### src/rtl/pcileech_sysctl_pkg.sv
// Shared types and helpers for the pcileech system-control block:
// LED mode encoding, per-channel mode extraction and the lit-state decode.
`timescale 1ns/1ps

package pcileech_sysctl_pkg;

  localparam int LED_MODE_W = 2;
  localparam int MAX_LED    = 8;
  localparam int MODE_BUS_W = LED_MODE_W * MAX_LED;

  typedef enum logic [1:0] {
    LED_LEVEL     = 2'b00,
    LED_STRETCH   = 2'b01,
    LED_HEARTBEAT = 2'b10,
    LED_OFF       = 2'b11
  } led_mode_t;

  // Pull channel ch's 2-bit mode out of the packed (zero-extended) mode bus.
  function automatic led_mode_t get_led_mode(input logic [MODE_BUS_W-1:0] mode_bus,
                                             input logic [2:0]            ch);
    return led_mode_t'(mode_bus[{ch, 1'b0} +: LED_MODE_W]);
  endfunction

  // Logical "LED is lit" for one channel, before invert and pad polarity.
  function automatic logic led_lit(input led_mode_t mode,
                                   input logic      src,
                                   input logic      stretch_active,
                                   input logic      beat);
    logic lit;
    case (mode)
      LED_LEVEL:     lit = src;
      LED_STRETCH:   lit = src | stretch_active;
      LED_HEARTBEAT: lit = src ^ beat;
      LED_OFF:       lit = 1'b0;
      default:       lit = 1'b0;
    endcase
    return lit;
  endfunction

endpackage

### src/rtl/pcileech_debounce.sv
// Single-button conditioner: 2-flop synchroniser followed by a restartable
// stability counter. dout follows the synced level once it has differed from
// dout for DEBOUNCE_CYCLES consecutive cycles; rise pulses on the first dout=1.
`timescale 1ns/1ps

module pcileech_debounce #(
  parameter int DEBOUNCE_CYCLES = 1000000
) (
  input  logic clk,
  input  logic rst,
  input  logic din,
  output logic dout,
  output logic rise
);

  localparam int            CW       = (DEBOUNCE_CYCLES > 1) ? $clog2(DEBOUNCE_CYCLES) : 1;
  localparam logic [CW-1:0] CNT_LAST = CW'(DEBOUNCE_CYCLES - 1);
  localparam logic [CW-1:0] CNT_ONE  = CW'(1);

  logic          sync1_r;
  logic          sync2_r;
  logic [CW-1:0] cnt_r;

  // Bring the asynchronous pad into the clk domain.
  always_ff @(posedge clk or posedge rst) begin
    if (rst) begin
      sync1_r <= 1'b0;
      sync2_r <= 1'b0;
    end else begin
      sync1_r <= din;
      sync2_r <= sync1_r;
    end
  end

  // Count consecutive cycles of disagreement; any agreement restarts the count.
  always_ff @(posedge clk or posedge rst) begin
    if (rst) begin
      cnt_r <= '0;
      dout  <= 1'b0;
      rise  <= 1'b0;
    end else if (sync2_r != dout) begin
      if (cnt_r == CNT_LAST) begin
        cnt_r <= '0;
        dout  <= sync2_r;
        rise  <= sync2_r;
      end else begin
        cnt_r <= cnt_r + CNT_ONE;
        dout  <= dout;
        rise  <= 1'b0;
      end
    end else begin
      cnt_r <= '0;
      dout  <= dout;
      rise  <= 1'b0;
    end
  end

endmodule

### src/rtl/pcileech_sysctl.sv
// Board system control: power-on / button reset generation, button debounce,
// free-running 64-bit tickcount and multi-mode LED drivers. Only rst resets
// this block; rst_sys is for the downstream cores.
`timescale 1ns/1ps

module pcileech_sysctl
  import pcileech_sysctl_pkg::*;
#(
  parameter int                       PARAM_NUM_LED         = 3,
  parameter int                       PARAM_NUM_BTN         = 2,
  parameter logic [PARAM_NUM_BTN-1:0] PARAM_BTN_RST_MASK    = 2'b10,
  parameter int                       PARAM_POR_CYCLES      = 64,
  parameter int                       PARAM_DEBOUNCE_CYCLES = 1000000,
  parameter int                       PARAM_STRETCH_CYCLES  = 5000000,
  parameter int                       PARAM_HEARTBEAT_BIT   = 26,
  parameter bit                       PARAM_LED_ACTIVE_LOW  = 1'b1
) (
  input  logic                       clk,
  input  logic                       rst,
  input  logic [PARAM_NUM_BTN-1:0]   btn_raw,
  input  logic [PARAM_NUM_LED-1:0]   led_src,
  input  logic [2*PARAM_NUM_LED-1:0] led_mode,
  input  logic [PARAM_NUM_LED-1:0]   led_invert,
  output logic                       rst_sys,
  output logic [PARAM_NUM_BTN-1:0]   btn_db,
  output logic [PARAM_NUM_BTN-1:0]   btn_press,
  output logic [63:0]                tickcount,
  output logic [PARAM_NUM_LED-1:0]   led_out
);

  // ---------------------------------------------------------------------
  // Reset generator constants
  // ---------------------------------------------------------------------
  localparam int            PW      = $clog2(PARAM_POR_CYCLES + 1);
  localparam logic [PW-1:0] POR_MAX = PW'(PARAM_POR_CYCLES);
  localparam logic [PW-1:0] POR_ONE = PW'(1);

  // ---------------------------------------------------------------------
  // Stretch counter constants
  // ---------------------------------------------------------------------
  localparam int            SW           = (PARAM_STRETCH_CYCLES > 0) ? $clog2(PARAM_STRETCH_CYCLES + 1) : 1;
  localparam logic [SW-1:0] STRETCH_LOAD = SW'(PARAM_STRETCH_CYCLES);
  localparam logic [SW-1:0] STRETCH_ONE  = SW'(1);

  localparam logic [PARAM_NUM_LED-1:0] LED_POL = {PARAM_NUM_LED{PARAM_LED_ACTIVE_LOW}};

  logic [PW-1:0]              por_cnt_r;
  logic                       rst_btn_s;
  logic [MODE_BUS_W-1:0]      mode_bus_s;
  logic [PARAM_NUM_LED-1:0]   lit_s;

  // ---------------------------------------------------------------------
  // Free-running tick counter; natural 64-bit wrap.
  // ---------------------------------------------------------------------
  // Count every clock.
  always_ff @(posedge clk or posedge rst) begin
    if (rst) begin
      tickcount <= 64'd0;
    end else begin
      tickcount <= tickcount + 64'd1;
    end
  end

  // ---------------------------------------------------------------------
  // Button conditioning
  // ---------------------------------------------------------------------
  for (genvar b = 0; b < PARAM_NUM_BTN; b++) begin : g_btn
    pcileech_debounce #(
      .DEBOUNCE_CYCLES (PARAM_DEBOUNCE_CYCLES)
    ) u_debounce (
      .clk  (clk),
      .rst  (rst),
      .din  (btn_raw[b]),
      .dout (btn_db[b]),
      .rise (btn_press[b])
    );
  end

  // Any debounced reset-capable button held down.
  assign rst_btn_s = |(btn_db & PARAM_BTN_RST_MASK);

  // ---------------------------------------------------------------------
  // Reset generation
  // ---------------------------------------------------------------------
  // Power-on hold counter: restarts while a reset button is held, saturates at POR_CYCLES.
  always_ff @(posedge clk or posedge rst) begin
    if (rst) begin
      por_cnt_r <= '0;
    end else if (rst_btn_s) begin
      por_cnt_r <= '0;
    end else if (por_cnt_r < POR_MAX) begin
      por_cnt_r <= por_cnt_r + POR_ONE;
    end else begin
      por_cnt_r <= por_cnt_r;
    end
  end

  // Registered system reset. The held-button term asserts it the cycle after
  // the press is seen (the counter itself only clears one cycle later) and
  // keeps it from dipping while the button is down.
  always_ff @(posedge clk or posedge rst) begin
    if (rst) begin
      rst_sys <= 1'b1;
    end else begin
      rst_sys <= (por_cnt_r < POR_MAX) | rst_btn_s;
    end
  end

  // ---------------------------------------------------------------------
  // LED channels
  // ---------------------------------------------------------------------
  // Zero-extend the packed mode bus to the package's fixed width.
  always_comb begin
    mode_bus_s                       = '0;
    mode_bus_s[2*PARAM_NUM_LED-1:0]  = led_mode;
  end

  for (genvar i = 0; i < PARAM_NUM_LED; i++) begin : g_led
    logic [SW-1:0] stretch_cnt_r;
    led_mode_t     mode_s;

    // Activity stretch: reload on source, else count down to zero. Runs in
    // every mode so switching to stretch shows already-pending activity.
    always_ff @(posedge clk or posedge rst) begin
      if (rst) begin
        stretch_cnt_r <= '0;
      end else if (led_src[i]) begin
        stretch_cnt_r <= STRETCH_LOAD;
      end else if (stretch_cnt_r != '0) begin
        stretch_cnt_r <= stretch_cnt_r - STRETCH_ONE;
      end else begin
        stretch_cnt_r <= '0;
      end
    end

    assign mode_s   = get_led_mode(mode_bus_s, 3'(i));
    assign lit_s[i] = led_lit(mode_s, led_src[i], (stretch_cnt_r != '0),
                              tickcount[PARAM_HEARTBEAT_BIT]);
  end

  // Pad drive: apply per-channel invert and board polarity, one register stage.
  always_ff @(posedge clk or posedge rst) begin
    if (rst) begin
      led_out <= LED_POL;
    end else begin
      led_out <= lit_s ^ led_invert ^ LED_POL;
    end
  end

endmodule

### config.mk
export PLATFORM = sky130hd
export DESIGN_NAME = pcileech_sysctl
export DESIGN_NICKNAME = d
export VERILOG_FILES = /design/src/rtl/pcileech_sysctl_pkg.sv /design/src/rtl/pcileech_debounce.sv /design/src/rtl/pcileech_sysctl.sv
export SDC_FILE = /design/constraint.sdc
export NUM_CORES = 1
export LEC_CHECK = 0
export ABC_AREA = 1
export ABC_CLOCK_PERIOD_IN_PS = 9450
export CAP_MARGIN = 25
export CELL_PAD_IN_SITES_DETAIL_PLACEMENT = 1
export CELL_PAD_IN_SITES_GLOBAL_PLACEMENT = 1
export CORE_AREA = 2 2 166 151
export CTS_CLUSTER_SIZE = 10
export DETAILED_ROUTE_END_ITERATION = 10
export DIE_AREA = 0 0 168 153
export PLACE_DENSITY_LB_ADDON = 0.1
export SYNTH_ARGS = -nofsm -noshare
export SYNTH_HDL_FRONTEND = slang
export SYNTH_SLANG_ARGS = --single-unit
### constraint.sdc
create_clock -name clk -period 9.45 [get_ports clk]
set_input_delay 1.89 -clock clk [delete_from_list [all_inputs] [get_ports clk]]
set_output_delay 1.89 -clock clk [all_outputs]
set_load 0.01 [all_outputs]
==> impl_results.md, run 1 <==
* Worst path bufs/invs at 1
* Via Count at 9,053
* Nets at 1,462
* Antenna violations before repair at 0
* RePlAce Congestion at 0.872
* Hold-fix buffers, CTS at 0
* Synth Net Count at 1,366
* Root buffer cell: clkbuf_16
* Flop2flop setup slack at 7.22 ns
* Post-synth EDFFs at 0
* CP Max Fanout at 7
* Crit-path cells: clkdlybuf4s50_1
* H-tree lvl count at 4
* Max Clock Skew at 0.0120 ns
* Crit path max-delay family: flip-flops
* CTS resizes at 0
* Max Cap Viol at 0
* Fmax at 0.280 GHz
* Pin count of the biggest net entering global routing at 115
* CP startpoint kind: flip-flop
* FFs w/ async S/R, synth at 100%
* Max_slew headroom at 44.8%
* PortBufs at 87
* Residual DRC count at 0
* Seq/Total Area, Yosys at 46.3%
* Crit end category: output pin
* #FFs+latches synth at 192
* Final min period at 3.58 ns
* Fillers at 2,983
* Die height at 153 µm
* Num CTS Buffers at 17
* Worst EP required at 7.56 ns
* First-pass GRT wire length at 48,500 µm
* Clock-pin slew on the worst setup and hold paths at 0.07 ns
* Die X at 168 µm
* Outcome: completed
* Total track usage at 23.5%
* Worst path max stage delay at 0.64 ns
* DR vias/cell at 5.15
* Maximum vdd drop at 105 µV
* Least-Margin Pin Slew at 0.829 ns
* Max clock buf depth at 2
* Ant diodes at 0
* Hold/Removal Path Class: flip-flop to flip-flop
* Core Util, Final at 50.9%
* Worst Path Arrival at 1.69 ns
* Syn_area_per_cell at 7.76 µm²
* Setup tns final at 0 ns
* Crit Path Category: flip-flop to output pin
* Fin crit share at 37.9%
* Slowest stage cell, crit path: dfrtp_1
* Synth Flop Type: dfrtp_1
* Initial Util at 43.3%
* DP Cell Count at 1,724
* Die Footprint at 25,700 µm²
* Row cnt at 54
* Remaining Overflow, GRT at 0
* Layout cells sized above 1 at 6.83%
* Most frequent cells in the layout: nand2_1 (313), nor2_1 (255), dfrtp_1 (188)
* CTS Sinks at 192
* Final setup viols at 0
* Final ANT Viol Nets at 0
* RSZ-0062 raised after global routing: false
* CORE AREA at 24,000 µm²
* DR pass1 iterations at 4
* Netlist cell types at 36
* Number of global-route vias before repair at 9,451
* Slew Viols, Final at 0
* Power per Cell Area at 142 nW/µm²
* Area delta synth->final at 17.4%
* Gate Count Post-Synth at 1,340
* Min Hold Slack at 0.354 ns
* Drt total wl at 29,000 µm
* Clk_lat worst skew at 0.43 ns
* Buffer count from post-CTS setup fixing at 0
* HPWL Detailed at 21,600 µm
* CTS tree: done
* Final Hold Violating Endpoints at 0
* Final non-filler cell total at 1,757
* Ports at 88
* Most common cell after layout, fill and taps aside: nand2_1
* Routed len/inst at 16.5 µm
* Post-Syn Area at 10,400 µm²
* LEAKAGE at 5.40 nW
* Yosys warns at 0
* Drt initial violations at 434
cells by family after synthesis:
group	Yosys count	share of synthesized area, %
AO/OA/AOI/OAI	64	3.35
XOR/XNOR	94	7.92
adder cells (fa/ha/maj)	10	1.20
buffers and inverters	173	6.55
flip-flops	192	46.3
AND/OR/NAND/NOR	807	34.7
routing by layer:
layer	GRT usage [%]	part of all wire, %	vias up
met5	0	0	-
met4	5.22	1.5	0
met3	3.91	3.1	30
met2	39.0	47	126
met1	32.5	49	4483
li1	-	-	4414
worst paths after layout:
path / startpoint / to / depth (start not counted)
worst min-delay path: g_btn[0].u_debounce.sync1_r / g_btn[0].u_debounce.sync2_r / 0
max in group asynchronous: rst / led_out[2] / 4
worst max register to register: tickcount[26] / tickcount[35] / 6
worst min register to register: g_btn[0].u_debounce.sync1_r / g_btn[0].u_debounce.sync2_r / 0
worst max-delay path: tickcount[26] / tickcount[26] / 1
min in group asynchronous: rst / g_led[0].stretch_cnt_r[19] / 2
synth_stat cells (3+ instances only):
cell type | number | share of area [%]
ha_1 | 10 | 1.2
nor2_4 | 4 | 0.43
nor2_2 | 16 | 0.96
a21oi_1 | 24 | 1.2
nor3_4 | 4 | 0.63
nor3b_1 | 5 | 0.36
nand2_1 | 313 | 11
nand3b_1 | 5 | 0.36
inv_2 | 4 | 0.14
a211oi_1 | 3 | 0.22
nand2_2 | 6 | 0.36
clkbuf_1 | 3 | 0.11
xor2_1 | 67 | 5.6
dfstp_2 | 4 | 1.0
buf_4 | 8 | 0.58
o21ai_1 | 4 | 0.19
o21bai_1 | 5 | 0.36
nand3_2 | 5 | 0.48
nor4_1 | 5 | 0.30
dfrtp_1 | 188 | 45
nand3_1 | 85 | 4.1
a31oi_1 | 3 | 0.18
or2_2 | 9 | 0.54
inv_1 | 157 | 5.7
o21ai_0 | 24 | 1.2
nand4_1 | 28 | 1.7
xnor2_1 | 27 | 2.3
nor3_2 | 10 | 0.96
nor2_1 | 255 | 9.2
nor3_1 | 52 | 2.5
flip-flops by register name, indices dropped and copies added, names as in the netlist:
| name | count |
|---|---|
| por_cnt_r | 7 |
| led_out | 3 |
| g_btn.u_debounce.dout | 2 |
| rst_sys | 1 |
| tickcount | 64 |
| g_btn.u_debounce.rise | 2 |
| g_btn.u_debounce.sync2_r | 2 |
| g_btn.u_debounce.cnt_r | 40 |
| g_btn.u_debounce.sync1_r | 2 |
| g_led.stretch_cnt_r | 69 |
layout make-up:
| class | instances | area (µm²) | area share (%) |
|---|---|---|---|
| flip-flops and latches | 192 | 4810 | 39.4 |
| multi-input cells | 975 | 4900 | 40.2 |
| repair buffers | 89 | 906 | 7.42 |
| well taps | 308 | 385 | 3.16 |
| clock buffers | 22 | 484 | 3.97 |
| clock inverters | 10 | 101 | 0.831 |
| inverters | 161 | 612 | 5.01 |
through the flow:
step           instance area (µm²)  power, mW  worst slack [ns]
5_1_grt                      12200       1.80              5.79
3_3_place_gp                 11600       1.01              5.30
3_5_place_dp                 11600       1.02              5.31
4_1_cts                      12200       1.75              5.77
6_report                     12200       1.73              5.87
2_1_floorplan                10400      0.975              2.34
power by group:
group / total, mW / internal [mW] / switching (mW)
registers: 0.865 / 0.844 / 0.0208
logic: 0.135 / 0.0476 / 0.0878
clock network: 0.726 / 0.396 / 0.331
No activity file was read; power rests on OpenSTA's default activity.
==> run 2, diff against run 1 <==
- ABC_CLOCK_PERIOD_IN_PS: 9450 -> 3700
- clock period: 9.45 -> 3.7 ns (I/O delays scaled with it)
==> run 2 against run 1 <==
  * Core utilization increased by 0.13 points
  * Routed wire length grew 1.0%
  * Largest cell class unchanged
  * Design area up 0.25%
  * Sequential share of layout area is 0.097 points lower
  * Final cell count about the same
  * Hold slack about the same
  * Combinational power increased to 2.5 times the previous value
  * Die area unchanged
  * Clock power increased to 2.7 times the previous value
  * Register-to-register slack got worse by 5.5 ns
  * Setup slack worse by 4.6 ns
  * Sequential power grew to 2.6 times the previous value
==> impl_results.md, run 2 (synthesis results as in run 1) <==
* Layout cells sized above 1 at 6.97% (+0.13 points)
* Largest registers: g_led.stretch_cnt_r: 69 flops, tickcount: 64 flops, g_btn.u_debounce.cnt_r: 40 flops
* Worst Path Arrival at 1.64 ns (-0.05 ns)
* CTS tree: done
* Die height at 153 µm (unchanged)
* Max_slew headroom at 57.9% (+13 points)
* Pin count of the biggest net entering global routing at 112 (-2.6%)
* Max Cap Viol at 0 (unchanged)
* CORE AREA at 24,000 µm² (unchanged)
* Worst EP required at 2.96 ns (-4.60 ns)
* CP Max Fanout at 7 (unchanged)
* Drt total wl at 29,300 µm (+1.0%)
* Int Pwr at 3.34 mW (+160%)
* Max reg flops at 69 (unchanged)
* Routed len/inst at 16.7 µm (+0.97%)
* First-pass GRT wire length at 49,800 µm (+2.8%)
* Max Clock Skew at 0.0162 ns (+0.00413 ns)
* Slowest stage cell, crit path: clkdlybuf4s50_1
* PortBufs at 87 (unchanged)
* Most flops, register: g_led.stretch_cnt_r
* CTS resizes at 0 (unchanged)
* Final Hold Violating Endpoints at 0 (unchanged)
* Ant diodes at 0 (unchanged)
* Min Hold Slack at 0.354 ns (+0.0000740 ns)
* Least-Margin Pin Slew at 0.631 ns (-0.197 ns)
* Worst path max stage delay at 0.62 ns (-0.02 ns)
* Via Count at 8,976 (-0.85%)
* Ports at 88 (unchanged)
* R2R cell count at 7 (+1)
* Flop2flop setup slack at 1.68 ns (-5.54 ns)
* LEAKAGE at 5.41 nW (+0.27%)
* Power per Cell Area at 370 nW/µm² (+160%)
* Crit Reg-Reg Startpoint: tickcount[26]
* Setup tns final at 0 ns (unchanged)
* Fin crit share at 64.4%
* Clock-pin slew on the worst setup and hold paths at 0.08 ns (about the same)
* Antenna violations before repair at 0 (unchanged)
* Hold/Removal Path Class: flip-flop to flip-flop
* Hold-fix buffers, CTS at 0 (unchanged)
* Final ANT Viol Nets at 0 (unchanged)
* Fmax at 0.420 GHz
* GR peak layer: met2
* Flop pwr share at 48.8% (-1.3 points)
* Multi-input gate area at 4900 µm² (unchanged)
* Clk_lat worst skew at 0.44 ns (about the same)
* Root buffer cell: clkbuf_16
* Worst setup margin at 1.32 ns (-4.55 ns)
* Place WS at 1.35 ns (-3.96 ns)
* Fillers at 2,976 (-0.23%)
* Number of global-route vias before repair at 9,717 (+2.8%)
* Area after DPL at 11,600 µm² (+0.21%)
* Die Footprint at 25,700 µm² (unchanged)
* Most frequent cells in the layout: nand2_1 (313), nor2_1 (255), dfrtp_1 (188)
* Final min period at 2.38 ns
* Power share of the combinational group at 7.6% (-0.2 points)
* RePlAce Congestion at 0.876 (+0.50%)
* Most common cell after layout, fill and taps aside: nand2_1
* H-tree lvl count at 4 (unchanged)
* Core Util, Final at 51.0% (+0.13 points)
* Register area at 4810 µm² (unchanged)
* Residual DRC count at 0 (unchanged)
* Worst Hold Launch: g_btn[0].u_debounce.sync1_r
* Area delta synth->final at 17.7%
* Final setup viols at 0 (unchanged)
* DR vias/cell at 5.11 (-0.91%)
* DR pass1 iterations at 4 (unchanged)
* Min-Delay Path Depth at 0 (unchanged)
* Net switching power at 1.19 mW (+170%)
* Met3 Use GR at 3.83% (-0.078 points)
* Total track usage at 24.1% (+0.59 points)
* R2R Path End: tickcount[61]
* Outcome: completed
* Crit end category: output pin
* Clock power share at 43.6% (+1.5 points)
* M2 GR Usage at 40.3% (+1.3 points)
* CTS Sinks at 192 (unchanged)
* CP startpoint kind: flip-flop
* Buffer count from post-CTS setup fixing at 0 (unchanged)
* Maximum vdd drop at 295 µV (+180%)
* Num CTS Buffers at 17 (unchanged)
* RSZ-0062 raised after global routing: false
* Nets at 1,463 (+0.068%)
* Slew Viols, Final at 0 (unchanged)
* Initial Util at 43.3% (unchanged)
* Drt initial violations at 411 (-5.3%)
* Met1 usage in global routing at 33.3% (+0.76 points)
* Sw frac at 26.2% (+0.80 points)
* Cell area after layout at 12,200 µm² (+0.25%)
* Crit path max-delay family: buffers and inverters
* Crit Path Category: flip-flop to output pin
* Worst path bufs/invs at 1 (unchanged)
* Max clock buf depth at 2 (unchanged)
* Row cnt at 54 (unchanged)
* Hold EP: g_btn[0].u_debounce.sync2_r
* Remaining Overflow, GRT at 0 (unchanged)
* Die X at 168 µm (unchanged)
* Crit-path cells: clkdlybuf4s50_1
* HPWL Detailed at 22,000 µm (+1.5%)
-- run 2: cell count changes in the layout (fill, tap and decap cells not counted), sizes merged --
cell,change
clkbuf,-3
inv,+4
buf,+1
clkinv,-2
bufinv,+1
-- run 2: area by class of cell --
| type | count | share of cell area, % |
|---|---|---|
| multi-input cells | 975 | 40.1 |
| well taps | 308 | 3.15 |
| inverters | 161 | 4.97 |
| flip-flops and latches | 192 | 39.3 |
| repair buffers | 90 | 7.41 |
| clock buffers | 19 | 3.70 |
| clock inverters | 13 | 1.36 |
-- run 2: worst max-delay path by stage --
stage | from | endpoint | slack (ns) | cells past startpoint
4_1_cts | tickcount[26] | tickcount[26] | 1.28 | 1
3_3_place_gp | led_src[1] | g_led[1].stretch_cnt_r[21] | 1.45 | 6
5_1_grt | tickcount[26] | tickcount[26] | 1.28 | 1
2_1_floorplan | rst | g_btn[0].u_debounce.cnt_r[0] | 0.49 | 1
6_report | tickcount[26] | tickcount[26] | 1.32 | 1
3_5_place_dp | led_src[0] | g_led[0].stretch_cnt_r[20] | 1.35 | 6
-- run 2: layer usage --
layer	wire [µm]	up-vias
li1	-	4420
met1	14200	4426
met2	14000	109
met3	821	21
met4	307	0
met5	0	-
-- run 2: through the flow --
stage	cells	power (mW)
after floorplan	1340	2.49
final	1758	4.53
after global placement	1726	2.58
after global routing	1758	4.72
after detailed placement	1726	2.60
after CTS	1758	4.58
-- run 2: power groups by stage --
stage                     registers (mW)  clock network [mW]  logic (mW)
after floorplan                     2.24                   0       0.254
after global placement              2.25                   0       0.336
after detailed placement            2.25                   0       0.349
after CTS                           2.21                2.01       0.354
after global routing                2.22                2.09       0.403
final                               2.21                1.98       0.344
